===== src/rtl/memory_dumper.sv =====
// ---------------------------------------------------------------------------
// memory_dumper
//
// UART readback engine for the 4-bit CPU. On a start request it walks every
// register of reg_memory in address order, packs two registers per byte
// (even address in the high nibble) and sends each byte as an 8N1 frame,
// LSB first, on a single idle-high line.
//
// Ports
//   clk_i       system clock, all state changes on its rising edge
//   reset_i     synchronous active-high reset
//   dump_i      start request, level-sampled, only honoured while idle
//   mem_addr_o  registered read address into reg_memory
//   mem_data_i  combinational read data of reg_memory at mem_addr_o
//   tx_o        registered UART line, idles high
//   busy_o      high from leaving idle until the last stop bit completes
//   done_o      one-cycle pulse when the whole dump has been sent
// ---------------------------------------------------------------------------
module memory_dumper #(
    parameter int CLKS_PER_BIT         = 521,
    parameter int REGISTER_WIDTH       = 4,
    parameter int MEMORY_ADDRESS_WIDTH = 4,
    parameter int MEMORY_REGISTERS     = 16
) (
    input  logic                            clk_i,
    input  logic                            reset_i,
    input  logic                            dump_i,
    output logic [MEMORY_ADDRESS_WIDTH-1:0] mem_addr_o,
    input  logic [REGISTER_WIDTH-1:0]       mem_data_i,
    output logic                            tx_o,
    output logic                            busy_o,
    output logic                            done_o
);

    localparam int BYTE_WIDTH = 2 * REGISTER_WIDTH;
    localparam int NUM_BYTES  = MEMORY_REGISTERS / 2;
    localparam int BAUD_WIDTH = $clog2(CLKS_PER_BIT);
    localparam int BIT_WIDTH  = $clog2(BYTE_WIDTH);
    localparam int AW         = MEMORY_ADDRESS_WIDTH;

    localparam logic [BAUD_WIDTH-1:0] BAUD_LAST = BAUD_WIDTH'(CLKS_PER_BIT - 1);
    localparam logic [BAUD_WIDTH-1:0] BAUD_ONE  = BAUD_WIDTH'(1);
    localparam logic [BIT_WIDTH-1:0]  BIT_LAST  = BIT_WIDTH'(BYTE_WIDTH - 1);
    localparam logic [BIT_WIDTH-1:0]  BIT_ONE   = BIT_WIDTH'(1);
    localparam logic [AW-1:0]         LAST_BYTE = AW'(NUM_BYTES - 1);
    localparam logic [AW-1:0]         ADDR_ONE  = AW'(1);

    // FSM encoding
    localparam logic [2:0] ST_IDLE     = 3'd0;
    localparam logic [2:0] ST_FETCH_HI = 3'd1;
    localparam logic [2:0] ST_FETCH_LO = 3'd2;
    localparam logic [2:0] ST_START    = 3'd3;
    localparam logic [2:0] ST_DATA     = 3'd4;
    localparam logic [2:0] ST_STOP     = 3'd5;

    logic [2:0]            state_q,      state_d;
    logic [BAUD_WIDTH-1:0] baud_q,       baud_d;
    logic [BIT_WIDTH-1:0]  bitCnt_q,     bitCnt_d;
    logic [BYTE_WIDTH-1:0] shift_q,      shift_d;
    logic [AW-1:0]         byteIdx_q,    byteIdx_d;
    logic [AW-1:0]         addr_q,       addr_d;
    logic                  tx_q,         tx_d;
    logic                  busy_q,       busy_d;
    logic                  done_q,       done_d;
    logic                  firstFetch_q, firstFetch_d;

    logic bitTick;

    // A bit period ends when the baud counter sits on its last value.
    assign bitTick = (baud_q == BAUD_LAST);

    // Next-state logic for the whole engine. Every register holds its value
    // unless a state below says otherwise; done_o is a pulse so it defaults
    // low every cycle.
    always_comb begin
        state_d      = state_q;
        baud_d       = baud_q;
        bitCnt_d     = bitCnt_q;
        shift_d      = shift_q;
        byteIdx_d    = byteIdx_q;
        addr_d       = addr_q;
        tx_d         = tx_q;
        busy_d       = busy_q;
        done_d       = 1'b0;
        firstFetch_d = firstFetch_q;

        case (state_q)
            ST_IDLE: begin
                tx_d      = 1'b1;
                addr_d    = '0;
                baud_d    = '0;
                bitCnt_d  = '0;
                byteIdx_d = '0;
                busy_d    = 1'b0;
                if (dump_i) begin
                    state_d      = ST_FETCH_HI;
                    busy_d       = 1'b1;
                    firstFetch_d = 1'b1;
                end
            end

            // The first fetch of a dump spends one extra cycle here. That
            // gives the three-cycle lead from the start request to the
            // first start bit while the gap between consecutive frames
            // stays at two cycles.
            ST_FETCH_HI: begin
                if (firstFetch_q) begin
                    firstFetch_d = 1'b0;
                end else begin
                    shift_d[BYTE_WIDTH-1 -: REGISTER_WIDTH] = mem_data_i;
                    addr_d  = addr_q + ADDR_ONE;
                    state_d = ST_FETCH_LO;
                end
            end

            ST_FETCH_LO: begin
                shift_d[REGISTER_WIDTH-1:0] = mem_data_i;
                state_d = ST_START;
                tx_d    = 1'b0;
                baud_d  = '0;
            end

            ST_START: begin
                if (bitTick) begin
                    baud_d   = '0;
                    bitCnt_d = '0;
                    tx_d     = shift_q[0];
                    state_d  = ST_DATA;
                end else begin
                    baud_d = baud_q + BAUD_ONE;
                end
            end

            // The line already shows shift_q[0]; at a bit boundary the next
            // data bit is shift_q[1], which becomes bit 0 after the shift.
            ST_DATA: begin
                if (bitTick) begin
                    baud_d = '0;
                    if (bitCnt_q == BIT_LAST) begin
                        tx_d    = 1'b1;
                        state_d = ST_STOP;
                    end else begin
                        shift_d  = shift_q >> 1;
                        tx_d     = shift_q[1];
                        bitCnt_d = bitCnt_q + BIT_ONE;
                    end
                end else begin
                    baud_d = baud_q + BAUD_ONE;
                end
            end

            // addr_q still holds the odd address 2k+1 of the byte just sent,
            // so one increment lands on 2(k+1).
            ST_STOP: begin
                if (bitTick) begin
                    baud_d = '0;
                    if (byteIdx_q == LAST_BYTE) begin
                        state_d   = ST_IDLE;
                        busy_d    = 1'b0;
                        done_d    = 1'b1;
                        addr_d    = '0;
                        byteIdx_d = '0;
                    end else begin
                        byteIdx_d = byteIdx_q + ADDR_ONE;
                        addr_d    = addr_q + ADDR_ONE;
                        state_d   = ST_FETCH_HI;
                    end
                end else begin
                    baud_d = baud_q + BAUD_ONE;
                end
            end

            default: begin
                state_d = ST_IDLE;
                tx_d    = 1'b1;
                busy_d  = 1'b0;
                addr_d  = '0;
            end
        endcase
    end

    // State registers. Reset abandons any frame in flight and returns the
    // line to idle-high immediately.
    always_ff @(posedge clk_i) begin
        if (reset_i) begin
            state_q      <= ST_IDLE;
            baud_q       <= '0;
            bitCnt_q     <= '0;
            shift_q      <= '0;
            byteIdx_q    <= '0;
            addr_q       <= '0;
            tx_q         <= 1'b1;
            busy_q       <= 1'b0;
            done_q       <= 1'b0;
            firstFetch_q <= 1'b0;
        end else begin
            state_q      <= state_d;
            baud_q       <= baud_d;
            bitCnt_q     <= bitCnt_d;
            shift_q      <= shift_d;
            byteIdx_q    <= byteIdx_d;
            addr_q       <= addr_d;
            tx_q         <= tx_d;
            busy_q       <= busy_d;
            done_q       <= done_d;
            firstFetch_q <= firstFetch_d;
        end
    end

    assign mem_addr_o = addr_q;
    assign tx_o       = tx_q;
    assign busy_o     = busy_q;
    assign done_o     = done_q;

endmodule


===== config.mk =====
export PLATFORM = sky130hd
export DESIGN_NAME = memory_dumper
export DESIGN_NICKNAME = d
export VERILOG_FILES = /design/src/rtl/memory_dumper.sv
export SDC_FILE = /design/constraint.sdc
export NUM_CORES = 1
export LEC_CHECK = 0
export BUFFER_PORTS_ARGS = -buffer_cell sky130_fd_sc_hd__buf_2
export CAP_MARGIN = 10
export CORE_UTILIZATION = 25
export DETAILED_ROUTE_END_ITERATION = 10
export SETUP_SLACK_MARGIN = 0.5
export SYNTH_ARGS = -nofsm -noshare
export SYNTH_HDL_FRONTEND = slang
export SYNTH_SLANG_ARGS = --single-unit

===== constraint.sdc =====
create_clock -name clk_i -period 3.44 [get_ports clk_i]
set_clock_uncertainty 0.15 [all_clocks]
set_input_delay 0.516 -clock clk_i [delete_from_list [all_inputs] [get_ports clk_i]]
set_output_delay 0.516 -clock clk_i [all_outputs]
set_load 0.01 [all_outputs]

==> results of run 1 <==
==> per-stage QoR <==
stage / worst slack, ns / total power [mW] / instances
final: 0.999 / 1.34 / 355
after global routing: 0.947 / 1.43 / 355
after CTS: 1.07 / 1.34 / 355
after detailed placement: 1.10 / 1.01 / 348
after global placement: 1.13 / 1.01 / 348
after floorplan: 1.62 / 0.926 / 245
==> worst min-delay path by stage <==
| stage | from | endpoint | slack (ns) | depth (start not counted) |
|---|---|---|---|---|
| 6_report | bitCnt_q[1] | bitCnt_q[1] | 0.34 | 1 |
| 5_1_grt | bitCnt_q[1] | bitCnt_q[1] | 0.36 | 1 |
| 4_1_cts | mem_data_i[3] | shift_q[7] | 0.34 | 3 |
| 3_5_place_dp | bitCnt_q[1] | bitCnt_q[1] | 0.33 | 1 |
| 3_3_place_gp | bitCnt_q[2] | bitCnt_q[2] | 0.32 | 1 |
| 2_1_floorplan | shift_q[7] | shift_q[7] | 0.30 | 2 |
==> sequential cells by signal (all words and copies together), names as in the netlist <==
name / flops
done_o: 1
baud_q: 10
busy_o: 1
byteIdx_q: 4
shift_q: 8
mem_addr_o: 4
bitCnt_q: 3
tx_o: 1
firstFetch_q: 1
state_q: 3
==> power by group through the flow <==
stage / logic [mW] / clock network [mW] / registers, mW
floorplan: 0.400 / 0 / 0.526
global placement: 0.427 / 0 / 0.581
detailed placement: 0.432 / 0 / 0.581
CTS: 0.435 / 0.336 / 0.573
global route: 0.486 / 0.353 / 0.587
finish: 0.438 / 0.326 / 0.576
==> Yosys cell counts, types with 3 or more instances <==
| library cell | instances | share of area |
|---|---|---|
| a2bb2oi_1 | 3 | 0.012 |
| o21ai_0 | 5 | 0.012 |
| nand4_1 | 4 | 0.012 |
| nand2_1 | 8 | 0.014 |
| ha_1 | 6 | 0.035 |
| mux2i_1 | 5 | 0.023 |
| dfxtp_1 | 36 | 0.34 |
| and2_1 | 8 | 0.023 |
| nor2_1 | 17 | 0.030 |
| nor2b_1 | 3 | 0.0088 |
| o31ai_1 | 3 | 0.011 |
| a22o_1 | 5 | 0.020 |
| nor3_1 | 13 | 0.030 |
| a211oi_1 | 3 | 0.011 |
| a21oi_1 | 24 | 0.056 |
| nand2b_1 | 3 | 0.0088 |
| nor4_1 | 3 | 0.0088 |
| buf_4 | 3 | 0.011 |
| nand3_1 | 10 | 0.023 |
| a211oi_2 | 4 | 0.023 |
| nor3b_1 | 5 | 0.018 |
| and3_1 | 4 | 0.012 |
| buf_2 | 7 | 0.016 |
| inv_1 | 9 | 0.016 |
==> cells by family (layout without fill, tap and decap cells) <==
group           count (synthesis)  count (layout)  share of synthesized area
simple gates                   91              91                      0.249
compound gates                 78              78                      0.280
flops                          36              36                      0.336
buf+inv                        26              31                     0.0619
fa+ha+maj                       6               6                     0.0350
mux                             6               6                     0.0286
xor+xnor                        2               2                    0.00818
==> worst max-delay path, stage by stage, from the launching register on <==
cell and delay (ns):
dfxtp_1 0.41, nor3b_2 0.74, a32o_1 0.51, nor2_1 0.17, a221o_1 0.34
==> per-layer routing <==
metal	routed length (µm)	global-route usage	up-vias
met5	0	0	-
met4	44	0.0518	0
met3	162	0.0282	2
met2	2280	0.186	22
met1	2560	0.165	914
li1	-	-	942
==> placed cells by master (no fill, tap or decap), types with 7 or more instances in the layout <==
master     n
a21oi_1   24
and2_1     8
buf_2     13
clkbuf_8   7
dfxtp_1   36
inv_1      9
nand2_1    8
nand3_1   10
nor2_1    17
nor3_1    13
==> final cells by class <==
class | count | share of cell area
Inverter | 11 | 0.0176
Timing Repair Buffer | 13 | 0.0278
Clock buffer | 7 | 0.0411
Sequential cell | 36 | 0.308
Tap cell | 105 | 0.0561
Multi-Input combinational cell | 183 | 0.550
==> reports/qor.yml, run 1 <==
cts_htree_levels: 2
combPwrFrac: 0.327
max-slew-margin-rel: 0.406
drt.antenna.violating_nets: 0
seqCellArea_um2: 721
wl_per_cell_um: 14.2
remaining_drc_errors: 0
postCtsHoldBufs: 0
final_nets: 263
p_leak_nw: 0.847
cts_tree: "yes"
setup.worst_path.end: "baud_q[3]"
cts_root_buf: "clkbuf_8"
syn-num-nets: 258
placed_area_um2: 2250
post_drt_via_cell_ratio: 5.30
start_util: 0.259
critPathLaunchType: "flop"
netlist_instances: 245
dieHeight_um: 94.6
whs_ns: 0.340
worstPathArrival_ns: 2.47
syn_avg_cell_area_um2: 8.74
power.net_switching_uw: 492
num_antenna_cells: 0
crit_fanout: 11
vias: 1880
fmax_mhz: 410
dp_hpwl_um: 3480
internal_power_uw: 848
synth_edf_count: 0
drt_iter0_drc: 143
clk_latency_ns: 0.28
grt_pass1_vias: 1821
layout-drive-gt1-share: 0.148
track_usage: 0.122
power_frac_seq: 0.430
status: "finished, final reports clean"
r2r_slack_ns: 1.0
area_delta_synth_final_pct: 9.40
swShare: 0.367
reg2reg_from: "baud_q[3]"
synthArstFlopShare: 0
cp-end-kind: "flop"
cts.path.max_buffers: 2
synth.yosys.warnings: 0
rr_endpoint: "baud_q[3]"
grt_remaining_overflow: 0
cts_buffers: 5
clkPwrFrac: 0.243
multi_input_area_um2: 1290
period_share: 0.710
wl_um: 5050
antenna_found_initial: 0
ys_ff_latch: 36
final_max_slew_viol_count: 0
die-area_um2: 8940
post-route-min-period_ns: 2.44
portBuffers: 13
grt_pass1_wl_um: 8570
dr.pass1.iters: 4
place_congestion: 0.863
row_count: 33
cts.sinks: 36
p_per_area_nw_per_um2: 572
final_area_um2: 2340
clkTransAtPathRegs_ns: 0.07
hold_viol: 0
netlist_area_um2: 2140
grt_max_degree: 38
die_w_um: 94.6
tns_ns: 0
crit_type: "flop to flop"
coreArea_um2: 8260
ff2ff_path_depth: 4
worstHoldPathType: "flop to flop"
worstMarginPinSlew_ns: 0.888
ir_drop_uv: 176
synthFlopType: "dfxtp_1"
utilization: 0.284
post_cts_buffers: 0
ios: 14
crit_start: "baud_q[3]"
fill_cells: 898
synth.distinct_cells: 67
rsz0062_at_grt: "false"
cp.required_ns: 3.47
post_cts_resized: 0
yosysSeqAreaShare: 0.336
setup_viol: 0
maxCapViolations: 0
(Power assumes the default switching activity.)
==> run 2: changes to the inputs <==
--- a/config.mk
+++ b/config.mk
@@ -5,6 +5,7 @@
 export SDC_FILE = /design/constraint.sdc
 export NUM_CORES = 1
 export LEC_CHECK = 0
+export ABC_AREA = 1
 export BUFFER_PORTS_ARGS = -buffer_cell sky130_fd_sc_hd__buf_2
 export CAP_MARGIN = 10
 export CORE_UTILIZATION = 25
==> constraint.sdc (replaced) <==
create_clock -name clk_i -period 2 [get_ports clk_i]
set_clock_uncertainty 0.15 [all_clocks]
set_input_delay 0.3 -clock clk_i [delete_from_list [all_inputs] [get_ports clk_i]]
set_output_delay 0.3 -clock clk_i [all_outputs]
set_load 0.01 [all_outputs]
==> reports/qor.yml, run 2 <==
top_regs: "baud_q (10), shift_q (8)"
crit_fanout: 7  # -4
setup.worst_path.end: "mem_addr_o[3]"
dp_hpwl_um: 3120  # -10%
layout_common_cells: "81 x nand2_1, 28 x nor2_1, 27 x dfxtp_1, 26 x a21oi_1, 22 x inv_1"
postCtsHoldBufs: 0  # unchanged
setup_viol: 0  # unchanged
grt_remaining_overflow: 0  # unchanged
maxCapViolations: 0  # unchanged
hold_viol: 0  # unchanged
portBuffers: 13  # unchanged
antenna_found_initial: 0  # unchanged
critPathLaunchType: "flop"
layout-drive-gt1-share: 0.304  # +0.156
cp.required_ns: 2.04  # -1.43 ns
synth.most_common_cell: "nand2_1"
synth_top_area_frac: 0.366  # +0.0300
ys_ff_latch: 36  # unchanged
p_total_mw: 2.70  # +100%
num_antenna_cells: 0  # unchanged
crit_type: "flop to flop"
synth_xor_area_frac: 0.0134  # +0.00518
rsz0062_at_grt: "true"
clk_latency_ns: 0.29  # about the same
largest_reg_flops: 10  # unchanged
clkTransAtPathRegs_ns: 0.08  # about the same
grt_pass1_wl_um: 7850  # -8.4%
top_register: "baud_q"
post_drt_via_cell_ratio: 4.65  # -12%
period_share: 0.803  # +0.0931
synth_fa_ha_area_frac: 0.0382  # +0.00312
cts.sinks: 36  # unchanged
ir_drop_uv: 439  # +150%
row_count: 31  # -6.1%
drt.antenna.violating_nets: 0  # unchanged
synth.area.top_cells: "dfxtp_1 37%, nand2_1 17%, a21oi_1 6.6%, nor2_1 6.5%, nand3_1 5.6%"
fill_cells: 784  # -13%
synth.yosys.warnings: 0  # unchanged
max-slew-margin-rel: 0.649  # +0.243
place_congestion: 0.853  # -1.2%
area_delta_synth_final_pct: 33.7
synthMuxAreaShare: 0  # -0.0286
dieHeight_um: 90.7  # -4.1%
cts_root_buf: "clkbuf_8"
cts_tree: "yes"
ios: 14  # unchanged
worstMarginPinSlew_ns: 0.526  # -0.362 ns
synth_top_family_by_area: "simple AND/OR/NAND/NOR gates"
coreArea_um2: 7450  # -9.8%
worstHoldPathType: "input pin to flop"
cts.path.max_buffers: 2  # unchanged
cts_htree_levels: 2  # unchanged
final_nets: 347  # +32%
r2r_slack_ns: 0.39  # -0.60 ns
remaining_drc_errors: 0  # unchanged
track_usage: 0.114  # -0.00802
cp-end-kind: "flop"
reg2reg_from: "baud_q[0]"
yosysSeqAreaShare: 0.366  # +0.0300
cts_buffers: 5  # unchanged
synthArstFlopShare: 0  # unchanged
synth_edf_count: 0  # unchanged
ff2ff_path_depth: 10  # +6
layout_commonest_cell: "nand2_1"
rr_endpoint: "mem_addr_o[3]"
yosysTopAreaCell: "dfxtp_1"
wl_um: 4700  # -6.9%
netlist_area_um2: 1970  # -8.2%
netlist_instances: 296  # +21%
worstPathArrival_ns: 1.65  # -0.82 ns
synthFlopType: "dfxtp_1"
syn-num-nets: 309  # +20%
synth_common_cells: "89 x nand2_1, 36 x dfxtp_1, 34 x nor2_1"
syn_avg_cell_area_um2: 6.64  # -24%
die_w_um: 90.7  # -4.1%
synth_compound_area_frac: 0.103  # -0.177
vias: 2020  # +7.4%
fmax_mhz: 623  # +52%
grt_pass1_vias: 1767  # -3.0%
crit_start: "baud_q[0]"
start_util: 0.264  # +0.00472
final_max_slew_viol_count: 0  # unchanged
tns_ns: 0  # unchanged
synth_simple_gate_area_frac: 0.410  # +0.160
p_per_area_nw_per_um2: 1030  # +80%
post-route-min-period_ns: 1.61  # -0.836 ns
drt_iter0_drc: 123  # -14%
synth.distinct_cells: 25  # -63%
grt_max_degree: 23  # -39%
dr.pass1.iters: 4  # unchanged
die-area_um2: 8230  # -8.0%
wl_per_cell_um: 10.8  # -24%
p_leak_nw: 1.11  # +31%
status: "finished, final reports clean"
## run 2: how the worst min path moves through the flow
stage | startpoint | endpoint | cells past startpoint
2_1_floorplan | reset_i | tx_o | 2
3_3_place_gp | busy_o | busy_o | 2
3_5_place_dp | busy_o | busy_o | 2
4_1_cts | dump_i | firstFetch_q | 3
5_1_grt | dump_i | busy_o | 3
6_report | mem_data_i[3] | shift_q[7] | 5
## run 2: what timing repair did
item,CTS,global route
setup buffers,15,7
endpoints found under the setup margin,34,34
cloned,0,0
resized for setup,28,27
pin swaps,12,10
## run 2: cells by family after synthesis
family / Yosys count
and+or+nand+nor: 175
buffers and inverters: 36
xor gates and xnor gates: 3
DFF: 36
adders and majority gates: 6
AOI/OAI and AO/OA: 40
## run 2: per-layer routing
metal	up-vias	global-route usage	routed length, µm
met2	45	0.182	2160
met1	932	0.153	2240
li1	1032	-	-
met3	11	0.0236	215
met4	0	0.0376	82
met5	-	0	0
## run 2: worst max-delay path: stages (launching register included)
cell	delay, ns
dfxtp_2	0.33
inv_2	0.07
ha_4	0.13
nand2_4	0.06
nor2_4	0.12
nand3_4	0.11
buf_4	0.17
nand2_4	0.07
nand3_4	0.09
a21oi_1	0.14
nor2_1	0.05
## run 2: area by class of cell
type                       count  area (µm²)  area share
clock buffer                   6        72.6      0.0276
clock inverter                 2        35.0      0.0133
inverter                      32         135      0.0514
multi-input combinational    224        1280       0.487
sequential                    36         739       0.281
tap                           99         124      0.0471
timing repair buffer          35         241      0.0919
## run 2: power breakdown
part / internal, mW / total (mW) / switching, mW
clock: 0.370 / 0.639 / 0.269
sequential: 0.866 / 0.988 / 0.122
combinational: 0.409 / 1.07 / 0.664
## run 2: through the flow
| step | std cells | setup slack (ns) | util | area [µm²] | hold slack (ns) |
|---|---|---|---|---|---|
| 3_3_place_gp | 404 | 0.290 | 0.293 | 2180 | 0.301 |
| 6_report | 434 | 0.395 | 0.353 | 2630 | 0.196 |
| 4_1_cts | 427 | 0.388 | 0.332 | 2470 | 0.196 |
| 3_5_place_dp | 404 | 0.239 | 0.293 | 2180 | 0.308 |
| 5_1_grt | 434 | 0.312 | 0.353 | 2630 | 0.188 |
| 2_1_floorplan | 296 | 0.501 | - | 2010 | 0.255 |
